==> src/rtl/lfsr_pkg.sv <==
// Shared definitions for the parametrised Fibonacci LFSR period generator.
// FSM encoding, supported widths and the tap table live here.
package lfsr_pkg;

    typedef enum logic [1:0] {
        IDLE,
        RUN,
        STUCK
    } lfsr_fsm_e;

    localparam int unsigned LFSR_N_WIDTHS = 7;
    localparam int unsigned LFSR_WIDTHS [LFSR_N_WIDTHS] =
        '{4, 8, 16, 24, 32, 48, 64};

    // Bit p-1 set for each 1-based tap position p; zero for unsupported widths.
    function automatic logic [63:0] lfsr_taps(input int unsigned width);
        logic [63:0] m;
        m = '0;
        case (width)
            4:  begin m[3]  = 1'b1; m[2]  = 1'b1; end
            8:  begin m[7]  = 1'b1; m[5]  = 1'b1; m[4]  = 1'b1; m[3]  = 1'b1; end
            16: begin m[15] = 1'b1; m[14] = 1'b1; m[12] = 1'b1; m[3]  = 1'b1; end
            24: begin m[23] = 1'b1; m[22] = 1'b1; m[21] = 1'b1; m[16] = 1'b1; end
            32: begin m[31] = 1'b1; m[21] = 1'b1; m[1]  = 1'b1; m[0]  = 1'b1; end
            48: begin m[47] = 1'b1; m[46] = 1'b1; m[20] = 1'b1; m[19] = 1'b1; end
            64: begin m[63] = 1'b1; m[62] = 1'b1; m[60] = 1'b1; m[59] = 1'b1; end
            default: m = '0;
        endcase
        return m;
    endfunction

    function automatic bit lfsr_width_ok(input int unsigned width);
        return lfsr_taps(width) != 64'd0;
    endfunction

endpackage

==> src/rtl/lfsr_period_mon.sv <==
// Period monitor: step counter, seed compare and saturation tracking.
// Built only when LFSR_PERIOD_MON_EN is defined.
module lfsr_period_mon
    import lfsr_pkg::*;
#(
    parameter int unsigned WIDTH = 64,
    parameter int unsigned CNT_W = WIDTH
) (
    input  logic             clk,
    input  logic             rst_n,
    input  logic             clr_i,
    input  logic [WIDTH-1:0] seed_i,
    input  logic             step_i,
    input  logic [WIDTH-1:0] next_i,
    output logic [CNT_W-1:0] period_o,
    output logic             done_o,
    output logic             ovf_o
);

    localparam logic [CNT_W-1:0] CNT_MAX = '1;

    logic [CNT_W-1:0] cnt_q;
    logic [CNT_W-1:0] cnt_d;
    logic [WIDTH-1:0] seed_q;
    logic [CNT_W-1:0] period_q;
    logic             done_q;
    logic             ovf_q;
    logic             open;

    assign cnt_d = cnt_q + CNT_W'(1);
    // Only the first return to the seed counts, and only before saturation.
    assign open  = !done_q && !ovf_q;

    always_ff @(posedge clk or negedge rst_n) begin
        if (!rst_n) begin
            cnt_q    <= '0;
            seed_q   <= '0;
            period_q <= '0;
            done_q   <= 1'b0;
            ovf_q    <= 1'b0;
        end else if (clr_i) begin
            cnt_q    <= '0;
            seed_q   <= seed_i;
            period_q <= '0;
            done_q   <= 1'b0;
            ovf_q    <= 1'b0;
        end else if (step_i) begin
            if (cnt_q != CNT_MAX) begin
                cnt_q <= cnt_d;
            end
            if (open) begin
                if (next_i == seed_q) begin
                    period_q <= cnt_d;
                    done_q   <= 1'b1;
                end else if (cnt_d == CNT_MAX) begin
                    ovf_q <= 1'b1;
                end
            end
        end
    end

    assign period_o = period_q;
    assign done_o   = done_q;
    assign ovf_o    = ovf_q;

endmodule

==> src/rtl/lfsr_period_gen.sv <==
// Fibonacci LFSR with run-time seed load, zero-seed lock and an optional
// period monitor enabled by LFSR_PERIOD_MON_EN.
module lfsr_period_gen
    import lfsr_pkg::*;
#(
    parameter int unsigned WIDTH = 64,
    parameter int unsigned CNT_W = WIDTH
) (
    input  logic             clk,
    input  logic             reset,
    input  logic             load,
    input  logic [WIDTH-1:0] seed,
    input  logic             en,
    output logic [WIDTH-1:0] state,
    output logic             valid,
    output logic             zero_lock,
    output logic [CNT_W-1:0] period,
    output logic             period_done,
    output logic             period_ovf
);

    if (!lfsr_width_ok(WIDTH)) begin : g_bad_width
        $error("lfsr_period_gen: unsupported WIDTH %0d", WIDTH);
    end

    localparam logic [63:0]      TAPS_ALL = lfsr_taps(WIDTH);
    localparam logic [WIDTH-1:0] TAPS     = TAPS_ALL[WIDTH-1:0];

    lfsr_fsm_e        fsm_q;
    logic [WIDTH-1:0] state_q;
    logic [WIDTH-1:0] state_d;
    logic             valid_q;
    logic             zl_q;
    logic             fb;

    assign fb      = ^(state_q & TAPS);
    assign state_d = {state_q[WIDTH-2:0], fb};

    always_ff @(posedge clk or negedge reset) begin
        if (!reset) begin
            fsm_q   <= IDLE;
            state_q <= '0;
            valid_q <= 1'b0;
            zl_q    <= 1'b0;
        end else if (load) begin
            state_q <= seed;
            if (seed == '0) begin
                fsm_q   <= STUCK;
                valid_q <= 1'b0;
                zl_q    <= 1'b1;
            end else begin
                fsm_q   <= RUN;
                valid_q <= 1'b1;
                zl_q    <= 1'b0;
            end
        end else if (fsm_q == RUN && en) begin
            state_q <= state_d;
        end
    end

    assign state     = state_q;
    assign valid     = valid_q;
    assign zero_lock = zl_q;

`ifdef LFSR_PERIOD_MON_EN
    logic step;

    assign step = (fsm_q == RUN) && en && !load;

    lfsr_period_mon #(
        .WIDTH (WIDTH),
        .CNT_W (CNT_W)
    ) u_mon (
        .clk      (clk),
        .rst_n    (reset),
        .clr_i    (load),
        .seed_i   (seed),
        .step_i   (step),
        .next_i   (state_d),
        .period_o (period),
        .done_o   (period_done),
        .ovf_o    (period_ovf)
    );
`else
    assign period      = '0;
    assign period_done = 1'b0;
    assign period_ovf  = 1'b0;
`endif

endmodule
==> config.mk <==
export PLATFORM = sky130hd
export DESIGN_NAME = lfsr_period_gen
export DESIGN_NICKNAME = d
export VERILOG_FILES = /design/src/rtl/lfsr_pkg.sv /design/src/rtl/lfsr_period_mon.sv /design/src/rtl/lfsr_period_gen.sv
export SDC_FILE = /design/constraint.sdc
export NUM_CORES = 1
export LEC_CHECK = 0
export ABC_AREA = 1
export ABC_CLOCK_PERIOD_IN_PS = 1500
export BUFFER_PORTS_ARGS = -buffer_cell sky130_fd_sc_hd__buf_2
export CORE_ASPECT_RATIO = 0.9
export CORE_UTILIZATION = 47
export CTS_BUF_LIST = sky130_fd_sc_hd__clkbuf_8
export CTS_CLUSTER_DIAMETER = 100
export DETAILED_ROUTE_END_ITERATION = 10
export GPL_TIMING_DRIVEN = 0
export PLACE_DENSITY = 0.93
export SKIP_LAST_GASP = 1
export SLEW_MARGIN = 5
export SYNTH_ARGS = -nofsm -noshare
export SYNTH_HDL_FRONTEND = slang
export SYNTH_SLANG_ARGS = --single-unit
==> constraint.sdc <==
create_clock -name clk -period 1.5 [get_ports clk]
set_input_delay 0.225 -clock clk [delete_from_list [all_inputs] [get_ports clk]]
set_output_delay 0.225 -clock clk [all_outputs]
set_load 0.02 [all_outputs]
==> results of run 1 <==
-- registers in the layout, summed over array words and instances, names as in the netlist --
| name | flops |
|---|---|
| state | 64 |
| fsm_q | 2 |
-- power breakdown --
group / internal, uW / switching, uW
Clock: 887 / 641
Sequential: 2020 / 192
Combinational: 561 / 967
-- Yosys cell counts --
| master | number | area share |
|---|---|---|
| a21oi_1 | 1 | 0.0013 |
| a31oi_1 | 49 | 0.082 |
| a31oi_2 | 1 | 0.0033 |
| buf_2 | 19 | 0.025 |
| buf_4 | 67 | 0.13 |
| buf_6 | 2 | 0.0060 |
| clkbuf_1 | 5 | 0.0050 |
| conb_1 | 1 | 0.0010 |
| dfrtp_1 | 66 | 0.44 |
| inv_1 | 15 | 0.015 |
| inv_2 | 2 | 0.0020 |
| nand2_1 | 142 | 0.14 |
| nand3_1 | 1 | 0.0013 |
| nor2_1 | 93 | 0.093 |
| o211ai_1 | 10 | 0.020 |
| o21ai_0 | 5 | 0.0067 |
| o21ai_1 | 13 | 0.017 |
| xnor2_1 | 3 | 0.0070 |
-- worst max-delay path, cell delays in order, from the launching register on --
cell and delay, ps:
dfrtp_1 410, inv_1 80, a31oi_2 100, inv_2 160, clkbuf_1 360, a31oi_1 150
-- through the flow --
step / power (uW) / instance area, um2 / setup TNS (ps)
global placement: 3700 / 4790 / -205
global route: 5540 / 5000 / 0
floorplan: 3220 / 4010 / 0
detailed placement: 3750 / 4790 / 0
CTS: 5280 / 5000 / 0
finish: 5260 / 5000 / 0
-- per-layer routing --
| metal | part of all wire | up-vias | global-route usage |
|---|---|---|---|
| met1 | 0.42 | 1791 | 0.310 |
| met4 | 0.0077 | 0 | 0.0802 |
| li1 | - | 1878 | - |
| met2 | 0.50 | 191 | 0.406 |
| met5 | 0 | - | 0 |
| met3 | 0.073 | 8 | 0.0384 |
-- cells by family after synthesis --
| family | count (synthesis) | share of synthesized area |
|---|---|---|
| XOR/XNOR | 3 | 0.00699 |
| other | 1 | 0.000997 |
| AND/OR/NAND/NOR | 236 | 0.236 |
| buffers and inverters | 110 | 0.187 |
| flip-flops | 66 | 0.439 |
| AO/OA/AOI/OAI | 79 | 0.130 |
-- worst max-delay path by stage --
stage              from   endpoint  slack [ps]  cells after the start
2_1_floorplan  fsm_q[1]  state[10]         250                      5
3_3_place_gp      reset  state[12]          -8                      1
3_5_place_dp   fsm_q[1]   state[6]          50                      5
4_1_cts        fsm_q[1]   state[6]          50                      5
5_1_grt        fsm_q[1]  state[30]           3                      5
6_report       fsm_q[1]  state[28]         100                      5
-- layout make-up --
type                            instances  area, um2  area share
Clock inverter                          3       38.8     0.00776
Inverter                               17       63.8      0.0128
Buffer                                 93        642       0.128
Multi-Input combinational cell        384       1650       0.330
Tap cell                               96        120      0.0240
Clock buffer                           12        165      0.0330
Sequential cell                        66       1650       0.330
Timing Repair Buffer                  133        668       0.134
-- repair_timing --
| action | 4_1_cts | 5_1_grt |
|---|---|---|
| hold endpoints to repair | 0 | 0 |
| endpoints found under the setup margin | 0 | 16 |
| resized for setup | 0 | 4 |
==> qor.yml, run 1 <==
run_status:
  status: "complete, but fails checks"
  violations: "hold timing"
final_layout:
  area_delta_synth_final_pct: 32.9
  diodes: 0
  layout_common_cells: "buf_2 (151), nand2_1 (142), nor2_1 (93)"
  stdcell_count: 804
  mostFrequentLayoutCell: "buf_2"
  fill_cells: 688
  nNetsFinal: 772
  finish.utilization: 0.653
  drive_above_1_share: 0.339
cts:
  clock_latency_ps: 330
  cts.sinks: 66
  path_clk_slew_ps: 70
  cts_made_buffers: 9
  clock_path_buffers: 2
  root_buffer: "clkbuf_8"
  cts_setup_buffers: 0
  hold_buffers: 0
  clock_tree.htree_level_count: 3
  cts_tree: "done"
sta:
  skew_ps: 9.60
  maxSlewHeadroom: 0.441
  setup_ws_ps: 95.8
  maxSlewViolCount: 0
  rsz0062_at_grt: "no"
  fmax_mhz: 712
  hold_violations: 8
  tightest_slew_ps: 838
  finalCritPeriodShare: 0.936
  setup_viol: 0
  layout_min_cycle_time_ps: 1400
  whs_ps: -8.65
global_route:
  grt_pass1_wl_um: 15600
  overflow: 0
  grt_max_degree: 67
  grt_use_total: 0.239
  grt_pass1_vias: 3438
  antenna_found_initial: 0
placement:
  dpl.cell_count: 789
  dp_slack_ps: 53.8
  globalplace.congestion: 0.832
  dp_hpwl_um: 7820
  io_buffers: 133
setup_path:
  worstReg2RegEnd: "state[28]"
  worstPathRequired_ps: 1680
  rr_worst_depth: 5
  path_class: "register to register"
  rrSetupSlack_ps: 100
  worstPathArrival_ps: 1590
  cp_max_fo: 10
  endpoint_kind: "register"
  r2r-start: "fsm_q[1]"
  worst_setup_path_start_kind: "register"
power:
  peakVddDrop_mv: 0.477
  power_leakage_uw: 0.00272
  power_density_mw_per_mm2: 1050
routing:
  ant_nets: 0
  drt_pass1_iterations: 5
  routed_wl_um: 10100
  num_vias: 3868
  drc: 0
  drtIter0Drc: 161
  drt-vias-per-instance: 4.81
  wire_per_inst_um: 12.6
synth:
  syn-cell-area_mm2: 0.00376
  syn_inst: 495
  avgSynthCellArea_um2: 7.60
  yosys_warnings: 0
  yosysSeqAreaShare: 0.439
  ys_ff_latch: 66
  synth_cell_types: 18
floorplanning:
  io_pins: 200
  fp.coreArea_mm2: 0.00766
  die_y_um: 86.9
  die_x_um: 96.3
  rows: 30
  start_util: 0.491
  dieArea_mm2: 0.00836
worst_hold_path:
  worstHoldPathType: "input port to async pin"
run:
  max_cap_viol_count: 0
Note: power is estimated with default switching activity, not from simulation.
==> inputs of run 2 (changes only) <==
--- a/config.mk
+++ b/config.mk
@@ -13,7 +13,7 @@
 export CTS_BUF_LIST = sky130_fd_sc_hd__clkbuf_8
 export CTS_CLUSTER_DIAMETER = 100
 export DETAILED_ROUTE_END_ITERATION = 10
-export GPL_TIMING_DRIVEN = 0
+export GPL_TIMING_DRIVEN = 1
 export PLACE_DENSITY = 0.93
 export SKIP_LAST_GASP = 1
 export SLEW_MARGIN = 5
==> qor.yml, run 2 (synthesis gave the netlist of run 1 again) <==
floorplanning:
  fp.coreArea_mm2: 0.00766
  die_x_um: 96.3
  rows: 30
  die_y_um: 86.9
  dieArea_mm2: 0.00836
  start_util: 0.491
  io_pins: 200
final_layout:
  layout_common_cells: "nand2_1 (142), buf_2 (133), nor2_1 (92)"
  mostFrequentLayoutCell: "nand2_1"
  largest_register_ff_count: 64
  nNetsFinal: 686
  finish.instance_area_mm2: 0.00447
  drive_above_1_share: 0.255
  area_delta_synth_final_pct: 18.9
  diodes: 0
cts:
  root_buffer: "clkbuf_8"
  clock_path_buffers: 2
  cts_made_buffers: 9
  clock_tree.htree_level_count: 3
  cts_setup_buffers: 0
  path_clk_slew_ps: 80
  clock_latency_ps: 330
  cts_tree: "done"
  cts.sinks: 66
sta:
  rsz0062_at_grt: "no"
  layout_min_cycle_time_ps: 1400
  maxSlewViolCount: 0
  setup_viol: 0
  hold_violations: 0
  fin_tns_setup_ps: 0
  finalCritPeriodShare: 0.931
  fmax_mhz: 716
  skew_ps: 11.0
power:
  combPwrFrac: 0.262
  switching_share: 0.347
  clockPowerShare: 0.313
  power_density_mw_per_mm2: 1160
  total_power_uw: 5190
  power.switching_uw: 1800
  seq_power_share: 0.425
  power_leakage_uw: 0.00231
  intPower_uw: 3390
  peakVddDrop_mv: 0.564
global_route:
  antenna_found_initial: 0
  grt_pass1_wl_um: 13500
  grt_use_total: 0.209
  grt_max_degree: 119
  overflow: 0
  grt_pass1_vias: 2962
placement:
  io_buffers: 133
  dp_hpwl_um: 6160
  placed_area_mm2: 0.00424
  globalplace.congestion: 0.805
setup_path:
  critPathLaunch: "fsm_q[0]"
  worstReg2RegEnd: "state[14]"
  worst_setup_path_start_kind: "register"
  cp_slowest_cell: "dfrtp_1"
  cp.depth: 5
  crit_family: "flip-flops"
  crit_buf_inv: 2
  rrSetupSlack_ps: 100
  crit_end: "state[14]"
  crit_path_cell_trace: "a31oi_2 -> clkinv_2 -> buf_16 -> nor2_1 -> a31oi_1"
  rr_worst_depth: 5
  path_class: "register to register"
  cp_max_fo: 118
  endpoint_kind: "register"
  worstPathRequired_ps: 1690
  cp_slowest_stage_delay_ps: 400
  worstPathArrival_ps: 1580
  r2r-start: "fsm_q[0]"
routing:
  drt_pass1_iterations: 4
  drt-vias-per-instance: 4.87
  drtIter0Drc: 128
  drc: 0
  num_vias: 3498
  routed_wl_um: 8640
  ant_nets: 0
  wire_per_inst_um: 12.0
worst_hold_path:
  holdCritStartpoint: "seed[60]"
  worstHoldPathType: "input port to register"
run_status:
  status: "finished, final reports clean"
run:
  max_cap_viol_count: 0
[run 2: per-layer routing]
layer  track usage  share of wire
met5             0              0
met4        0.0722          0.012
met3        0.0401          0.068
met2         0.342           0.48
met1         0.279           0.44
[run 2: power by group through the flow]
stage / combinational [uW] / clock, uW / sequential [uW]
3_3_place_gp: 1320 / 0 / 2230
3_5_place_dp: 1360 / 0 / 2230
6_report: 1360 / 1630 / 2210
4_1_cts: 1360 / 1660 / 2210
2_1_floorplan: 716 / 0 / 2500
5_1_grt: 1500 / 1750 / 2240
[run 2: layout make-up]
| cell class | instances | area (um2) |
|---|---|---|
| Sequential cell | 66 | 1650 |
| Fill cell | 713 | 3180 |
| Clock inverter | 7 | 93.8 |
| Inverter | 17 | 65.1 |
| Multi-Input combinational cell | 384 | 1650 |
| Clock buffer | 9 | 124 |
| Tap cell | 96 | 120 |
| Timing Repair Buffer | 140 | 766 |
[run 2: through the flow]
step	hold WS (ps)	utilization	setup WS, ps	cells
after floorplan	-70.6	-	253	560
after global placement	266	0.553	206	702
after detailed placement	276	0.553	142	702
after CTS	138	0.583	113	719
after global routing	150	0.584	8.08	719
final	153	0.584	103	719
[run 2: how the worst min path moves through the flow]
stage	end	slack [ps]	depth (start not counted)
2_1_floorplan	fsm_q[0]	-70	0
6_report	state[60]	150	3
3_3_place_gp	state[45]	270	2
4_1_cts	state[25]	140	3
3_5_place_dp	state[43]	280	2
5_1_grt	state[20]	150	3
[run 2: timing repair]
action | CTS | global route
gates resized for setup | 0 | 2
endpoints found under the setup margin | 0 | 1
endpoints found under the hold margin | 66 | 0
hold buffers | 1 | 0
[run 2: worst register-to-register path, delay by kind of cell, from the launching register on]
kind            cells  cell delay [ps]
flops               1              400
buf+inv             2              370
compound gates      2              280
simple gates        1              200
